`config.mk`:
```
export PLATFORM = sky130hd
export DESIGN_NAME = mips_fetch_unit
export DESIGN_NICKNAME = d
export VERILOG_FILES = /design/src/rtl/mips_define.sv /design/src/rtl/structures.sv /design/src/rtl/mips_fetch_queue.sv /design/src/rtl/mips_fetch_unit.sv
export SDC_FILE = /design/constraint.sdc
export NUM_CORES = 1
export LEC_CHECK = 0
export ABC_CLOCK_PERIOD_IN_PS = 5200
export CORE_AREA = 3 3 239 241
export DETAILED_ROUTE_END_ITERATION = 16
export DIE_AREA = 0 0 242 244
export PLACE_DENSITY_LB_ADDON = 0.08
export SLEW_MARGIN = 25
export SYNTH_ARGS = -nofsm -noshare
export SYNTH_HDL_FRONTEND = slang
export SYNTH_SLANG_ARGS = --single-unit
```
`constraint.sdc`:
```
create_clock -name clk -period 5.2 [get_ports clk]
set_clock_uncertainty 0.2 [all_clocks]
set_input_delay 0.52 -clock clk [delete_from_list [all_inputs] [get_ports clk]]
set_output_delay 0.52 -clock clk [all_outputs]
set_load 0.01 [all_outputs]
```
`src/rtl/mips_define.sv`:
```
// mips_define: shared fetch-unit constants (address width, default depth, reset and exception vectors)
package mips_define;
  localparam int XLEN = 64;
  localparam int DEPTH_DEF = 4;
  localparam logic [XLEN-1:0] RESET_PC_DEF = 64'h0;
  localparam logic [XLEN-1:0] EXC_PC_DEF = 64'h80;
endpackage

```
`src/rtl/structures.sv`:
```
// structures: entry record carried from the fetch queue to the IF/ID boundary
package structures;
  import mips_define::*;
  typedef struct packed {
    logic [31:0]     inst;
    logic [XLEN-1:0] pc;
    logic            fetch_err;
  } fetch_entry_t;
endpackage

```
`src/rtl/mips_fetch_queue.sv`:
```
// mips_fetch_queue: synchronous FIFO of fetch entries with flush and occupancy outputs
module mips_fetch_queue
  import structures::*;
#(
  parameter int DEPTH = 4,
  localparam int CW = $clog2(DEPTH + 1)
)(
  input  logic          clk,
  input  logic          rst_n,
  input  logic          flush,
  input  logic          push,
  input  fetch_entry_t  din,
  input  logic          pop,
  output fetch_entry_t  dout,
  output logic          full,
  output logic          empty,
  output logic [CW-1:0] count
);
  localparam int AW = DEPTH > 1 ? $clog2(DEPTH) : 1;
  fetch_entry_t mem [DEPTH];
  logic [AW-1:0] wr_ptr, rd_ptr;
  logic do_push, do_pop;

  function automatic logic [AW-1:0] nxt(input logic [AW-1:0] p);
    return p == AW'(DEPTH - 1) ? '0 : p + 1'b1;
  endfunction

  // status flags and head read; overflowing pushes and empty pops are ignored
  always_comb begin
    full = count == CW'(DEPTH);
    empty = count == '0;
    do_push = push & ~full;
    do_pop = pop & ~empty;
    dout = mem[rd_ptr];
  end

  // pointer/occupancy update; flush behaves like reset for the control state
  always_ff @(posedge clk) begin
    if (!rst_n || flush) begin
      wr_ptr <= '0;
      rd_ptr <= '0;
      count <= '0;
    end else begin
      if (do_push) begin
        mem[wr_ptr] <= din;
        wr_ptr <= nxt(wr_ptr);
      end
      if (do_pop) rd_ptr <= nxt(rd_ptr);
      count <= count + CW'(do_push) - CW'(do_pop);
    end
  end
endmodule

```
`src/rtl/mips_fetch_unit.sv`:
```
// mips_fetch_unit: PC owner and in-order instruction fetch with redirect handling; MIPS_FETCH_BYPASS_EN enables same-cycle response bypass
module mips_fetch_unit
  import mips_define::*;
  import structures::*;
#(
  parameter int DEPTH = DEPTH_DEF,
  parameter logic [XLEN-1:0] RESET_PC = RESET_PC_DEF,
  parameter logic [XLEN-1:0] EXC_PC = EXC_PC_DEF
)(
  input  logic            clk,
  input  logic            rst_n,
  output logic            imem_req_valid,
  input  logic            imem_req_ready,
  output logic [XLEN-1:0] imem_req_addr,
  input  logic            imem_rsp_valid,
  input  logic [31:0]     imem_rsp_data,
  input  logic            except_valid,
  input  logic            eret_valid,
  input  logic [XLEN-1:0] epc,
  input  logic            redirect_valid,
  input  logic [XLEN-1:0] redirect_pc,
  output logic            id_valid,
  input  logic            id_ready,
  output logic [31:0]     id_inst,
  output logic [XLEN-1:0] id_pc,
  output logic            id_fetch_err
);
  localparam int CW = $clog2(DEPTH + 1);
  localparam int IW = CW + 1;
  logic [XLEN-1:0] pc, target;
  logic [CW-1:0] outstanding, drop_cnt, occ, sh_count;
  logic [IW-1:0] inflight;
  logic halted, redir, req_fire, rsp_keep, err_push, bypass;
  logic q_push, q_pop, q_empty, q_full, sh_empty, sh_full;
  fetch_entry_t q_din, q_head, sh_din, sh_head, rsp_e, id_sel;

  mips_fetch_queue #(.DEPTH(DEPTH)) u_queue (
    .clk(clk), .rst_n(rst_n), .flush(redir), .push(q_push), .din(q_din), .pop(q_pop),
    .dout(q_head), .full(q_full), .empty(q_empty), .count(occ)
  );

  // pc of every live request, popped as its response is kept; stale entries vanish with the flush
  mips_fetch_queue #(.DEPTH(DEPTH)) u_shadow (
    .clk(clk), .rst_n(rst_n), .flush(redir), .push(req_fire), .din(sh_din), .pop(rsp_keep),
    .dout(sh_head), .full(sh_full), .empty(sh_empty), .count(sh_count)
  );

  // credit check, redirect target selection, enqueue/dequeue and IF/ID presentation
  always_comb begin
    redir = except_valid | eret_valid | redirect_valid;
    target = except_valid ? EXC_PC : eret_valid ? epc : redirect_pc;
    inflight = {1'b0, outstanding} + {1'b0, occ};
    imem_req_valid = rst_n & (inflight < IW'(DEPTH)) & ~halted & (pc[1:0] == 2'b00) & ~redir;
    imem_req_addr = pc;
    req_fire = imem_req_valid & imem_req_ready;
    rsp_keep = imem_rsp_valid & (drop_cnt == '0) & ~redir;
    err_push = (pc[1:0] != 2'b00) & ~halted & (outstanding == '0) & (drop_cnt == '0) & ~redir & ~q_full;
    sh_din = fetch_entry_t'{inst: '0, pc: pc, fetch_err: 1'b0};
    rsp_e = sh_head;
    rsp_e.inst = imem_rsp_data;
`ifdef MIPS_FETCH_BYPASS_EN
    bypass = q_empty & rsp_keep & id_ready;
`else
    bypass = 1'b0;
`endif
    q_din = err_push ? fetch_entry_t'{inst: '0, pc: pc, fetch_err: 1'b1} : rsp_e;
    q_push = err_push | (rsp_keep & ~bypass);
    id_sel = bypass ? rsp_e : q_head;
    id_valid = ~q_empty | bypass;
    q_pop = id_valid & id_ready & ~bypass;
    id_inst = id_valid ? id_sel.inst : '0;
    id_pc = id_valid ? id_sel.pc : '0;
    id_fetch_err = id_valid & id_sel.fetch_err;
  end

  // pc, credit counters and halt flag; on redirect every response still in flight is stale
  always_ff @(posedge clk) begin
    if (!rst_n) begin
      pc <= RESET_PC;
      outstanding <= '0;
      drop_cnt <= '0;
      halted <= 1'b0;
    end else begin
      outstanding <= outstanding + CW'(req_fire) - CW'(imem_rsp_valid);
      if (redir) begin
        pc <= target;
        halted <= 1'b0;
        drop_cnt <= outstanding - CW'(imem_rsp_valid);
      end else begin
        if (req_fire) pc <= pc + XLEN'(4);
        if (err_push) halted <= 1'b1;
        if (imem_rsp_valid && drop_cnt != '0) drop_cnt <= drop_cnt - 1'b1;
      end
    end
  end

  // response stream must respect the credits handed out
  always_ff @(posedge clk) begin
    if (rst_n) begin
      assert (!(rsp_keep && q_full));
      assert (!(imem_rsp_valid && outstanding == '0));
      assert (!(rsp_keep && sh_empty));
      assert (!(req_fire && sh_full));
      assert (sh_count <= outstanding);
    end
  end
endmodule
```
==> qor.yml <==
outcome: "finished clean"
first_pass_iters: 6
cts_buffer_depth: 3
tightest_slew_ps: 995
cp-start-kind: "register"
hold_path_class: "reg2reg"
r2r_cells: 12
antenna_left: 0
grt_setup_unrepaired: "false"
hold_buffers: 0
cts_tree: "built"
syn2layout_area_growth_pct: 21.5
routed-via-count: 19000
final_cells: 3036
powerDensity_mw_per_mm2: 319
initial_core_util_pct: 56.7
rows: 86
async_reset_ff_share_pct: 0
slew_violations: 0
rr_startpoint: "outstanding[2]"
crit_required_ps: 4480
setup_violations: 0
die-area_mm2: 0.0590
grt_pass1_vias: 19400
io_pins: 331
gp_congestion: 0.886
cts-root-buf: "clkbuf_16"
synth_common_cells: "edfxtp_1 (644), mux4_2 (161), and2_1 (142), dfxtp_1 (89), clkbuf_1 (71)"
worst_ir_drop_vdd_v: 0.000228
die_h_um: 244
cp_top_family: "buffers and inverters"
synth_top_area_share_pct: 61.9
synth_area_mm2: 0.0312
pre_cts_slack_ps: 1040
hold_viol_final: 0
leakage_nw: 12.6
post_cts_resized: 0
seq_area_frac_synth_pct: 67.6
critPathMaxFanout: 23
vias_per_cell: 6.26
crit_slowest_cell: "dfxtp_4"
timing.setup.tns_ps: 0
postSynthAreaPerCell_um2: 16.5
final_core_util_pct: 68.9
power_w: 0.0121
htreeDepth: 3
cts_buffers: 73
fillCellCount: 3792
cts_sinks: 733
crit_buf_inv: 2
drc_errors: 0
dp.cells: 2896
layout.nets: 2421
fmax_ghz: 0.263
synthTopCellsByArea: "edfxtp_1 (62%), mux4_2 (12%), dfxtp_1 (5.7%)"
synth.distinct_cells: 67
cap_violations: 0
grt_start_max_net_pins: 100
period_share_pct: 73.2
worstSetupPathType: "reg2out"
ys_ff_latch: 733
grt_pass1_wl_mm: 121
synth_top_cell_by_area: "edfxtp_1"
port_buffers: 330
slew_headroom_pct: 33.6
die_w_um: 242
yosysMostFrequentCell: "edfxtp_1"
hold_depth: 2
drt-initial-drc-count: 2042
worstReg2RegEnd: "outstanding[2]"
clk_latency_ps: 620
final.setup.worst_slack_ps: 1390
clkTransAtPathRegs_ps: 60
worstHoldStart: "u_queue.rd_ptr[1]"
track_usage_pct: 27.1
grt-ovfl-total: 0
drt-total-wl_mm: 80.1
dp_hpwl_mm: 50.6
yosys_most_used_dff: "edfxtp_1"
crit_chain: "buf_4 -> mux4_2 -> and2_1 -> clkdlybuf4s50_1"
period_minus_slack_ps: 3810
core_mm2: 0.0551
post_drt_wl_per_cell_um: 26.4
cp.arrival_ps: 3090
syn_inst: 1893
layout-drive-gt1-share_pct: 18.5
r2r_slack_ps: 1550
yosysWarnings: 0
synth_edf_count: 644
cp-end-kind: "output port"
antenna_found_initial: 2
post-cts-setup-buffer-count: 0
critPathMaxStageDelay_ps: 690
syn-num-nets: 2087
[logic make-up after synthesis]
group                    share of synthesized area (%)
flip-flops                                        67.6
AO/OA/AOI/OAI                                     4.59
buffers and inverters                             1.88
adder cells (fa/ha/maj)                           1.11
XOR/XNOR                                         0.280
multiplexers                                      15.8
AND/OR/NAND/NOR                                   8.74
[state kept, by name (all words and copies together), names as in the netlist, named ones only]
register,flops
drop_cnt,3
halted,1
imem_req_addr,64
outstanding,3
u_queue.count,3
u_queue.mem,388
u_queue.rd_ptr,2
u_queue.wr_ptr,2
u_shadow.count,3
u_shadow.mem,256
u_shadow.rd_ptr,2
u_shadow.wr_ptr,2
[metrics by stage]
stage	hold slack [ps]	instance area, µm²
after CTS	281	37800
after global placement	256	35500
final	288	37900
after detailed placement	271	35500
after global routing	297	37900
after floorplan	254	31200
[layer usage]
metal | wire (µm) | track usage [%]
met3 | 7770 | 5.79
met1 | 32200 | 38.1
met2 | 38900 | 44.1
met5 | 0 | 0
met4 | 1310 | 6.52
[layout by cell type, fill, tap and decap left out, drive strengths merged, types with 10 or more instances in the layout]
cell type / instances
and2: 142
mux2: 68
ha: 23
and4: 17
a21oi: 53
nand2: 65
clkbuf: 103
or3: 10
mux4: 161
edfxtp: 644
o21ai: 45
nand4: 37
clkinv: 26
nor2: 71
and3: 28
mux2i: 54
dfxtp: 89
buf: 46
nor4: 18
nand3: 43
clkdlybuf4s50: 329
nor3: 28
o22ai: 10
inv: 35
a211oi: 16
[tightest hold or removal path, cell delays in order, from the launching register on]
cell and delay (ps):
dfxtp_1 310, nand2_1 50, a21oi_1 80
[power by group]
part | switching, W | internal (W) | total [W]
Combinational | 0.000303 | 0.000275 | 0.000578
Sequential | 0.0000653 | 0.00638 | 0.00645
Clock | 0.00217 | 0.00291 | 0.00508
Total | 0.00253 | 0.00957 | 0.0121
[worst max-delay path by stage]
stage,depth (start not counted),slack [ps],end,start
floorplan,7,360,u_queue.mem[0][0],redirect_valid
global placement,12,1110,outstanding[2],except_valid
detailed placement,12,1040,outstanding[2],except_valid
CTS,4,1310,id_pc[40],register
global route,4,1240,id_pc[40],register
finish,4,1390,id_pc[40],register
[cell type report]
class,instances,area [µm²],area share (%)
Antenna cell,3,7.51,0.0198
Tap cell,748,936,2.47
Sequential cell,733,21100,55.7
Inverter,33,124,0.326
Clock buffer,103,2080,5.49
Clock inverter,30,241,0.636
Timing Repair Buffer,375,3820,10.1
Multi-Input combinational cell,1011,9590,25.3
Note: power is estimated with default switching activity, not from simulation.
